File: config.mk
export PLATFORM = sky130hd
export DESIGN_NAME = rand_button_emulator
export DESIGN_NICKNAME = d
export VERILOG_FILES = /design/src/rtl/rand_button_pkg.sv /design/src/rtl/rand_button_channel.sv /design/src/rtl/rand_button_emulator.sv
export SDC_FILE = /design/constraint.sdc
export NUM_CORES = 1
export LEC_CHECK = 0
export ABC_AREA = 1
export BUFFER_PORTS_ARGS = -buffer_cell sky130_fd_sc_hd__buf_2
export CORE_ASPECT_RATIO = 0.6
export CORE_UTILIZATION = 60
export CTS_BUF_LIST = sky130_fd_sc_hd__clkbuf_4 sky130_fd_sc_hd__clkbuf_8
export DETAILED_ROUTE_END_ITERATION = 8
export GPL_ROUTABILITY_DRIVEN = 0
export HOLD_SLACK_MARGIN = 0.02
export PLACE_DENSITY = 0.77
export RECOVER_POWER = 100
export SETUP_SLACK_MARGIN = 0.3
export SLEW_MARGIN = 30
export SYNTH_ARGS = -nofsm -noshare
export SYNTH_HDL_FRONTEND = slang
export SYNTH_HIERARCHICAL = 1
export SYNTH_SLANG_ARGS = --single-unit
File: constraint.sdc
create_clock -name clk -period 3.1 [get_ports clk]
set_input_delay 0.155 -clock clk [delete_from_list [all_inputs] [get_ports clk]]
set_output_delay 0.155 -clock clk [all_outputs]
set_load 0.01 [all_outputs]
File: src/rtl/rand_button_pkg.sv
// Shared types and helpers for the pseudo-random push-button emulator.
package rand_button_pkg;

   typedef enum logic [2:0] {
      ST_LOAD,
      ST_RELEASED,
      ST_BOUNCE_DN,
      ST_PRESSED,
      ST_BOUNCE_UP
   } state_e;

   localparam logic [31:0] GOLDEN = 32'h9E37_79B9;

   function automatic logic [31:0] xorshift32(input logic [31:0] x);
      logic [31:0] v;
      v = x ^ (x << 13);
      v = v ^ (v >> 17);
      v = v ^ (v << 5);
      return v;
   endfunction

   // Per-channel seed; an all-zero xorshift state would never leave zero.
   function automatic logic [31:0] chan_seed(input logic [31:0] base, input int unsigned idx);
      logic [31:0] s;
      s = base ^ (GOLDEN * idx);
      return (s == 32'd0) ? 32'd1 : s;
   endfunction

endpackage

File: src/rtl/rand_button_channel.sv
// One emulated button: press/hold/release FSM with contact bounce, duration timer and private PRNG.
module rand_button_channel
   import rand_button_pkg::*;
#(
   parameter int          CNT_W         = 16,
   parameter int          IDLE_MIN      = 100,
   parameter int          IDLE_LOG2     = 10,
   parameter int          HOLD_MIN      = 50,
   parameter int          HOLD_LOG2     = 8,
   parameter int          BOUNCE_EVENTS = 4,
   parameter int          BOUNCE_LOG2   = 3,
   parameter logic [31:0] SEED_INIT     = 32'h1
) (
   input  logic        clk,
   input  logic        rst_n,
   input  logic        en,
   input  logic        seed_load,
   input  logic [31:0] seed_ch,
   output logic        btn,
   output logic        btn_clean,
   output logic        press_pulse,
   output logic        release_pulse
);

   localparam int BC_W = (BOUNCE_EVENTS > 2) ? $clog2(BOUNCE_EVENTS) : 1;

   state_e             state, state_nx;
   logic [CNT_W-1:0]   timer, timer_nx;
   logic [BC_W-1:0]    bcnt, bcnt_nx;
   logic [31:0]        prng, prng_nx, r;
   logic               btn_nx, clean_nx, press_nx, release_nx;
   logic               enter_bounce, enter_press, enter_release;

   function automatic logic [CNT_W-1:0] span(input logic [31:0] r_val, input int unsigned base,
                                             input int unsigned lg);
      logic [31:0] mask;
      mask = (32'd1 << lg) - 32'd1;
      return CNT_W'(base) + CNT_W'(r_val & mask);
   endfunction

   always_comb begin
      r             = xorshift32(prng);
      state_nx      = state;
      timer_nx      = timer;
      bcnt_nx       = bcnt;
      prng_nx       = prng;
      btn_nx        = btn;
      clean_nx      = btn_clean;
      press_nx      = 1'b0;
      release_nx    = 1'b0;
      enter_bounce  = 1'b0;
      enter_press   = 1'b0;
      enter_release = 1'b0;
      case (state)
         ST_LOAD: begin
            prng_nx  = r;
            timer_nx = span(r, IDLE_MIN, IDLE_LOG2);
            state_nx = ST_RELEASED;
         end
         ST_RELEASED: begin
            if (timer != '0) timer_nx = timer - CNT_W'(1);
            else if (en) begin
               if (BOUNCE_EVENTS > 0) enter_bounce = 1'b1;
               else                   enter_press  = 1'b1;
            end
         end
         ST_BOUNCE_DN, ST_BOUNCE_UP: begin
            if (timer != '0) timer_nx = timer - CNT_W'(1);
            else if (bcnt != '0) begin
               btn_nx   = ~btn;
               bcnt_nx  = bcnt - BC_W'(1);
               prng_nx  = r;
               timer_nx = span(r, 0, BOUNCE_LOG2);
            end
            else if (state == ST_BOUNCE_DN) enter_press   = 1'b1;
            else                            enter_release = 1'b1;
         end
         ST_PRESSED: begin
            if (timer != '0) timer_nx = timer - CNT_W'(1);
            else if (BOUNCE_EVENTS > 0) enter_bounce  = 1'b1;
            else                        enter_release = 1'b1;
         end
         default: state_nx = ST_LOAD;
      endcase

      // The timer holds interval-1 during bounce so each contact level lasts the drawn interval.
      if (enter_bounce) begin
         state_nx = (state == ST_RELEASED) ? ST_BOUNCE_DN : ST_BOUNCE_UP;
         btn_nx   = (state == ST_RELEASED);
         clean_nx = (state == ST_RELEASED);
         bcnt_nx  = BC_W'((BOUNCE_EVENTS > 0) ? BOUNCE_EVENTS - 1 : 0);
         prng_nx  = r;
         timer_nx = span(r, 0, BOUNCE_LOG2);
      end
      if (enter_press) begin
         state_nx = ST_PRESSED;
         btn_nx   = 1'b1;
         clean_nx = 1'b1;
         press_nx = 1'b1;
         prng_nx  = r;
         timer_nx = span(r, HOLD_MIN, HOLD_LOG2);
      end
      if (enter_release) begin
         state_nx   = ST_RELEASED;
         btn_nx     = 1'b0;
         clean_nx   = 1'b0;
         release_nx = 1'b1;
         prng_nx    = r;
         timer_nx   = span(r, IDLE_MIN, IDLE_LOG2);
      end
   end

   always_ff @(posedge clk or negedge rst_n) begin
      if (!rst_n) begin
         state         <= ST_LOAD;
         timer         <= '0;
         bcnt          <= '0;
         prng          <= SEED_INIT;
         btn           <= 1'b0;
         btn_clean     <= 1'b0;
         press_pulse   <= 1'b0;
         release_pulse <= 1'b0;
      end else if (seed_load) begin
         state         <= ST_LOAD;
         timer         <= '0;
         bcnt          <= '0;
         prng          <= seed_ch;
         btn           <= 1'b0;
         btn_clean     <= 1'b0;
         press_pulse   <= 1'b0;
         release_pulse <= 1'b0;
      end else begin
         state         <= state_nx;
         timer         <= timer_nx;
         bcnt          <= bcnt_nx;
         prng          <= prng_nx;
         btn           <= btn_nx;
         btn_clean     <= clean_nx;
         press_pulse   <= press_nx;
         release_pulse <= release_nx;
      end
   end

endmodule

File: src/rtl/rand_button_emulator.sv
// N_CH independent pseudo-random push-buttons with bounce, reproducible from a common seed.
module rand_button_emulator
   import rand_button_pkg::*;
#(
   parameter int          N_CH          = 4,
   parameter int          CNT_W         = 16,
   parameter int          IDLE_MIN      = 100,
   parameter int          IDLE_LOG2     = 10,
   parameter int          HOLD_MIN      = 50,
   parameter int          HOLD_LOG2     = 8,
   parameter int          BOUNCE_EVENTS = 4,
   parameter int          BOUNCE_LOG2   = 3,
   parameter logic [31:0] DEFAULT_SEED  = 32'h0000_04D2
) (
   input  logic            clk,
   input  logic            rst_n,
   input  logic            en,
   input  logic            seed_load,
   input  logic [31:0]     seed,
   output logic [N_CH-1:0] btn,
   output logic [N_CH-1:0] btn_clean,
   output logic [N_CH-1:0] press_pulse,
   output logic [N_CH-1:0] release_pulse
);

   localparam longint IDLE_MAX = longint'(IDLE_MIN) + (longint'(1) << IDLE_LOG2) - 1;
   localparam longint HOLD_MAX = longint'(HOLD_MIN) + (longint'(1) << HOLD_LOG2) - 1;
   localparam longint CNT_MAX  = (longint'(1) << CNT_W) - 1;

   if (IDLE_MAX > CNT_MAX || HOLD_MAX > CNT_MAX) begin : g_cnt_w_check
      $error("rand_button_emulator: CNT_W too narrow for idle/hold durations");
   end

   for (genvar i = 0; i < N_CH; i++) begin : g_ch
      logic [31:0] ch_seed;
      assign ch_seed = chan_seed(seed, i);

      rand_button_channel #(
         .CNT_W         (CNT_W),
         .IDLE_MIN      (IDLE_MIN),
         .IDLE_LOG2     (IDLE_LOG2),
         .HOLD_MIN      (HOLD_MIN),
         .HOLD_LOG2     (HOLD_LOG2),
         .BOUNCE_EVENTS (BOUNCE_EVENTS),
         .BOUNCE_LOG2   (BOUNCE_LOG2),
         .SEED_INIT     (chan_seed(DEFAULT_SEED, i))
      ) u_ch (
         .clk           (clk),
         .rst_n         (rst_n),
         .en            (en),
         .seed_load     (seed_load),
         .seed_ch       (ch_seed),
         .btn           (btn[i]),
         .btn_clean     (btn_clean[i]),
         .press_pulse   (press_pulse[i]),
         .release_pulse (release_pulse[i])
      );
   end

endmodule

Yosys cells after proc, flatten, opt, wreduce, memory -nomap -nowiden --
Index checks and enable logic that the tools add are counted.
Operators by class: $add $sub $neg 16, eq/ne operators 44, mux-type cells 213, bitwise gates (word level) 19, reduce and logical (&&, ||, !) cells 72
Operators with widths (count):
- two-way mux 32 bit | 28
- two-way mux 16 bit | 28
- one-hot mux 32 bit (2 select lines) | 4
- XOR 32 bit | 8
- one-hot mux 16 bit (3 select lines) | 4
- logical NOT 32 bit | 4
- XOR 32 x 15 -> 32 bit | 4
- two-way mux 1 bit | 101
- nonzero test 16 bit | 4
- subtractor 16 x 1 -> 16 bit, second input constant | 4
- two-way mux 3 bit | 20
- AND reduction 3 bit | 16
- adder 7 x 10 -> 11 bit, first input constant | 4
- two-way mux 2 bit | 20
- nonzero test 5 bit | 8
- adder 6 x 8 -> 9 bit, first input constant | 4
- != test 7 x 2 -> 1 bit, second input constant | 4
- nonzero test 7 bit | 4
- equality test 3 x 2 -> 1 bit, second input constant | 8
- != test 6 x 1 -> 1 bit, second input constant | 4
- != test 6 x 2 -> 1 bit, second input constant | 4
- != test 6 x 3 -> 1 bit, second input constant | 4
- one-hot mux 3 bit (2 select lines) | 4
- nonzero test 3 bit | 8
- other kinds (17) | 63
Word-level totals: bits in registers 228, input port bits 36, output and inout port bits 16, word-level logic and storage cells 396

Logic depth before layout (Yosys ltp) --
depth after elaboration 10, depth in mapped cells 17, depth with buffers taken out 17

Cells and area by module --
The synthesis kept the hierarchy.
Modules (own cells, without submodules):
- rand_button_channel (g_ch[2].u_ch) | times used 1, cells an instance 687, area each 4484.3 µm², seq. area each 1448.9 µm²
- rand_button_channel (g_ch[1].u_ch) | times used 1, cells an instance 694, area each 4439.3 µm², seq. area each 1452.6 µm²
- rand_button_channel (g_ch[0].u_ch) | times used 1, cells an instance 694, area each 4419.2 µm², seq. area each 1432.6 µm²
- rand_button_channel (g_ch[3].u_ch) | times used 1, cells an instance 647, area each 4351.7 µm², seq. area each 1450.1 µm²
- rand_button_emulator | times used 1, cells an instance 238, area each 910.9 µm², seq. area each 0.0 µm²

Worst setup path after synthesis --
OpenSTA, ideal clock, no wires.
path kind reg-to-reg, from reg g_ch[0].u_ch.prng[6], to reg g_ch[0].u_ch.timer[8], library setup time 0.116 ns, arrival 1.823 ns, required time 2.984 ns, slack 1.161 ns, cell stages (with the launch flop) 16, buffers on the path 0, clock period less this slack 1.939 ns, cells stage by stage dfstp_2 xor2_1 nand2_1 nand2_1 inv_1 ha_1 inv_1 nand2_1 nand2_1 a21oi_1 nand2_1 nand2_1 nor2_1 nand2_1 nand2_1 nand2_1
Between the ends: word-level cells in the longest chain between the ends 9, elaborated cells on any way between the ends 10, those cells by class add/sub: 2; mux: 5; bitwise: 3
RTL lines:
- from (decl) | line rand_button_channel.sv:30 | logic [31:0] prng, prng_nx, r;
- from (signal assigned) | line rand_button_channel.sv:127 | prng <= seed_ch;
- from (signal assigned) | line rand_button_channel.sv:136 | prng <= prng_nx;
- XOR 32 bit (*) | line rand_button_pkg.sv:16 | v = x ^ (x << 13);
- XOR 32 x 15 -> 32 bit (*) | line rand_button_pkg.sv:17 | v = v ^ (v >> 17);
- XOR 32 bit (*) | line rand_button_pkg.sv:18 | v = v ^ (v << 5);
- adder 7 x 10 -> 11 bit | line rand_button_channel.sv:38 | return CNT_W'(base) + CNT_W'(r_val & mask);
- one-hot mux 16 bit (3 select lines) | line rand_button_channel.sv:54 | case (state)
- two-way mux 16 bit | line rand_button_channel.sv:87 | if (enter_bounce) begin
- two-way mux 16 bit | line rand_button_channel.sv:95 | if (enter_press) begin
- two-way mux 16 bit (*) | line rand_button_channel.sv:103 | if (enter_release) begin
- two-way mux 16 bit (*) | line rand_button_channel.sv:123 | end else if (seed_load) begin
- to (signal assigned) | line rand_button_channel.sv:134 | timer <= timer_nx;
- to (decl) | line rand_button_channel.sv:28 | logic [CNT_W-1:0] timer, timer_nx;
Mark *: on every way between the ends. The rest lies on a longest branch, timed or not. A chain may end at the register's enable or synchronous reset.

Worst setup path after layout --
from reg g_ch[1].u_ch.timer[0], to reg g_ch[1].u_ch.prng[1]
Between the ends: word-level cells in the longest chain between the ends 7, elaborated cells on any way between the ends 16, those cells by class eq/ne: 2; mux: 11; reduce/logical: 3
RTL lines (line):
- from (decl) | rand_button_channel.sv:28
- from (signal assigned) | rand_button_channel.sv:134
- nonzero test 16 bit (*) | rand_button_channel.sv:61, rand_button_channel.sv:68, rand_button_channel.sv:79
- two-way mux 1 bit, on equally long branches | rand_button_channel.sv:79, rand_button_channel.sv:61
- one-hot mux 1 bit (2 select lines) | rand_button_channel.sv:54
- two-way mux 32 bit | rand_button_channel.sv:87
- two-way mux 32 bit | rand_button_channel.sv:95
- two-way mux 32 bit | rand_button_channel.sv:103
- two-way mux 32 bit | rand_button_channel.sv:123
- to (signal assigned) | rand_button_channel.sv:127
- to (signal assigned) | rand_button_channel.sv:136
- to (decl) | rand_button_channel.sv:30
Marked as above.

==> results.json <==
{
  "status": "finished with violations",
  "violations": "capacitance limit, slew limit",
  "post-route-period-util": 0.9049,
  "whs_ns": 0.05333,
  "cp-startpoint": "g_ch[1].u_ch/timer[0]$_DFFE_PN0P_",
  "drtAntennaViolNets": 0,
  "worst_skew_pair.late_latency_ns": 0.59,
  "die_w_um": 229.3,
  "r2r-start": "g_ch[1].u_ch/timer[0]$_DFFE_PN0P_",
  "grt_pass1_vias": 17130,
  "synth_seq_cells": 228,
  "fmax_ghz": 0.3565,
  "dr_wl_met2_mm": 21.95,
  "yosys_most_used_dff": "dfrtp_1",
  "crit_path_max_fanout": 39,
  "ios": 52,
  "slew_headroom": -0.3358,
  "final-setup-viol-count": 0,
  "die-area_mm2": 0.03174,
  "start_util": 0.6156,
  "clk_pin_slew_ns": 0.07,
  "core_area_mm2": 0.03023,
  "final_common_cell": "nand2_1",
  "yosys.cell_types.count": 48,
  "die_y_um": 138.4,
  "syn-num-nets": 3016,
  "syn_to_final_growth_pct": 6.860,
  "clk_path_buf_depth": 3,
  "dr.max_layer_used": "met4",
  "synth_edf_count": 0,
  "grt_max_degree": 131,
  "syn_inst": 2960,
  "cp-start-kind": "flop",
  "grt_pass1_wl_mm": 92.67,
  "avgSynthCellArea_um2": 6.286,
  "vias": 19870,
  "rsz0062_at_grt": "true",
  "cap_violations": 1,
  "hold_start": "seed[5]",
  "hp-class": "in2reg",
  "total_leakage_power_uw": 0.01049,
  "cts_max_level": 2,
  "route.detailed.drc": 0,
  "cts-root-buf": "clkbuf_8",
  "power_density_mw_per_mm2": 1301,
  "final_hold_viol_count": 0,
  "post_route_cells_drive_above_1_share": 0.09578,
  "routed_via_density": 5.854,
  "synth.cell_area_mm2": 0.01861,
  "grt_use_total": 0.3651,
  "routed_wl_mm": 59.26,
  "cts_buffers": 39,
  "rows": 49,
  "irDropWorstVdd_v": 0.0006833,
  "maxSlewViolCount": 75,
  "critPathCaptureType": "flop",
  "wl_met1_mm": 26.50,
  "utilization": 0.6578,
  "cts.sink_count": 228,
  "worstMarginPinSlew_ns": 2.004,
  "route.met3.wl_mm": 9.547,
  "yosys_warnings": 6,
  "clock_skew_ns": 0.03060,
  "arrival_ns": 3.30,
  "required_ns": 3.59,
  "fin_crit_ns": 2.805,
  "dr.pass1.iters": 8,
  "critPathKind": "reg2reg",
  "final_cell_mix": "nand2_1, inv_1, o21ai_0",
  "async_reset_ff_frac": 1.000,
  "overflow": 0,
  "num-fill-cells": 2803,
  "fin_tns_setup_ns": 0,
  "cts_tree": "built",
  "dp_hpwl_mm": 43.28,
  "drtIter0Drc": 2883,
  "port_buffers": 51,
  "routedWlPerCell_um": 17.46,
  "antenna_found_initial": 1,
  "fin_nets": 3012,
  "total_power_uw": 25860,
  "ys_seq_area_frac": 0.3109
}
==> where the power goes <==
group	leakage, uW	switching [uW]	internal, uW	total [uW]
combinational	0.00726	11500	5440	16900
sequential	0.00277	1300	4530	5830
clock	0.000464	1370	1710	3090
==> path summary, 6_finish.rpt <==
path | end | slack, ns | depth (start not counted)
min in group asynchronous | g_ch[3].u_ch/timer[15]$_DFFE_PN0P_ | 0.65 | 2
worst min-delay path | g_ch[3].u_ch/prng[5]$_DFFE_PN1P_ | 0.05 | 4
worst min register to register | g_ch[1].u_ch/prng[31]$_DFFE_PN1P_ | 0.49 | 2
worst max-delay path | g_ch[1].u_ch/prng[1]$_DFFE_PN1P_ | 0.29 | 13
max in group asynchronous | g_ch[1].u_ch/timer[11]$_DFFE_PN0P_ | 0.65 | 3
worst max register to register | g_ch[1].u_ch/prng[1]$_DFFE_PN1P_ | 0.29 | 13
==> metrics by stage <==
step / std cells / area, um^2 / setup slack [ns]
floorplan: 2960 / 18610 / 1.161
global placement: 3299 / 18940 / 0.5932
detailed placement: 3299 / 18940 / 0.4695
CTS: 3393 / 20030 / 0.4424
global route: 3395 / 19880 / 0.1448
finish: 3395 / 19880 / 0.2949
==> state kept, by name (all words and copies together), names as in the netlist <==
register	count
g_ch.u_ch/press_pulse	4
g_ch.u_ch/state	12
g_ch.u_ch/bcnt	8
g_ch.u_ch/btn_clean	4
g_ch.u_ch/release_pulse	4
g_ch.u_ch/prng	128
g_ch.u_ch/timer	64
g_ch.u_ch/btn	4
==> critical path: stages, from the launching register on <==
cell,delay [ns]
dfrtp_1,0.41
inv_1,0.14
ha_1,0.22
nand3_1,0.10
nor2_2,0.15
nand3_1,0.13
nor2_1,0.44
nor2_2,0.13
nand2_4,0.19
inv_2,0.08
nor2_4,0.28
buf_12,0.24
nand2_1,0.09
o21ai_0,0.10
==> metal layers <==
metal,GRT usage,vias to the layer above
li1,-,9390
met1,0.5753,9130
met5,0,-
met2,0.4577,1250
met4,0.08070,0
met3,0.1363,103
==> what timing repair did <==
action	in CTS	in global routing
setup endpoints to repair	0	41
hold endpoints to repair	104	0
hold buffers	23	0
gates resized for setup	0	2
buffers inserted	0	0
==> Yosys cell counts, types with 4 or more instances <==
library cell	count	area [um^2]
a21oi_1	105	525.5
a31oi_1	23	143.9
buf_2	16	80.08
buf_6	12	135.1
clkbuf_1	108	405.4
dfrtp_1	165	4129
dfstp_2	63	1655
ha_1	20	250.2
inv_1	325	1220
inv_2	15	56.30
nand2_1	1006	3776
nand2_2	21	131.4
nand2_4	8	90.09
nand3_1	205	1026
nand3_2	4	40.04
nand3b_1	6	45.04
nand4_1	23	143.9
nor2_1	247	927.1
nor2_2	24	150.1
nor2_4	17	191.4
nor3_1	24	120.1
nor3_2	4	40.04
o2111ai_1	5	43.79
o211ai_1	20	150.1
o21ai_0	263	1316
o21ai_1	41	205.2
o21ai_2	8	70.07
o22ai_1	12	75.07
or2_2	17	106.4
xnor2_1	60	525.5
xor2_1	64	560.5
==> cell type report <==
| class | instances | area [um^2] | area share |
|---|---|---|---|
| clock inverter | 7 | 60.06 | 0.003021 |
| tap | 408 | 510.5 | 0.02568 |
| timing repair buffer | 91 | 641.9 | 0.03228 |
| antenna | 1 | 2.502 | 0.0001259 |
| sequential | 228 | 5784 | 0.2909 |
| inverter | 341 | 1285 | 0.06463 |
| clock buffer | 64 | 799.5 | 0.04021 |
| multi-input combinational | 2255 | 10800 | 0.5431 |
==> cells by family (layout without fill, tap and decap cells) <==
group / count (synthesis) / after routing / synth area share
and+or+nand+nor: 1619 / 1620 / 0.3717
AOI/OAI and AO/OA: 491 / 491 / 0.1431
DFF: 228 / 228 / 0.3109
buffers and inverters: 478 / 503 / 0.1025
other: 0 / 1 / 0
xor gates and xnor gates: 124 / 124 / 0.05837
adders and majority gates: 20 / 20 / 0.01345
No activity file was read; power rests on OpenSTA's default activity.
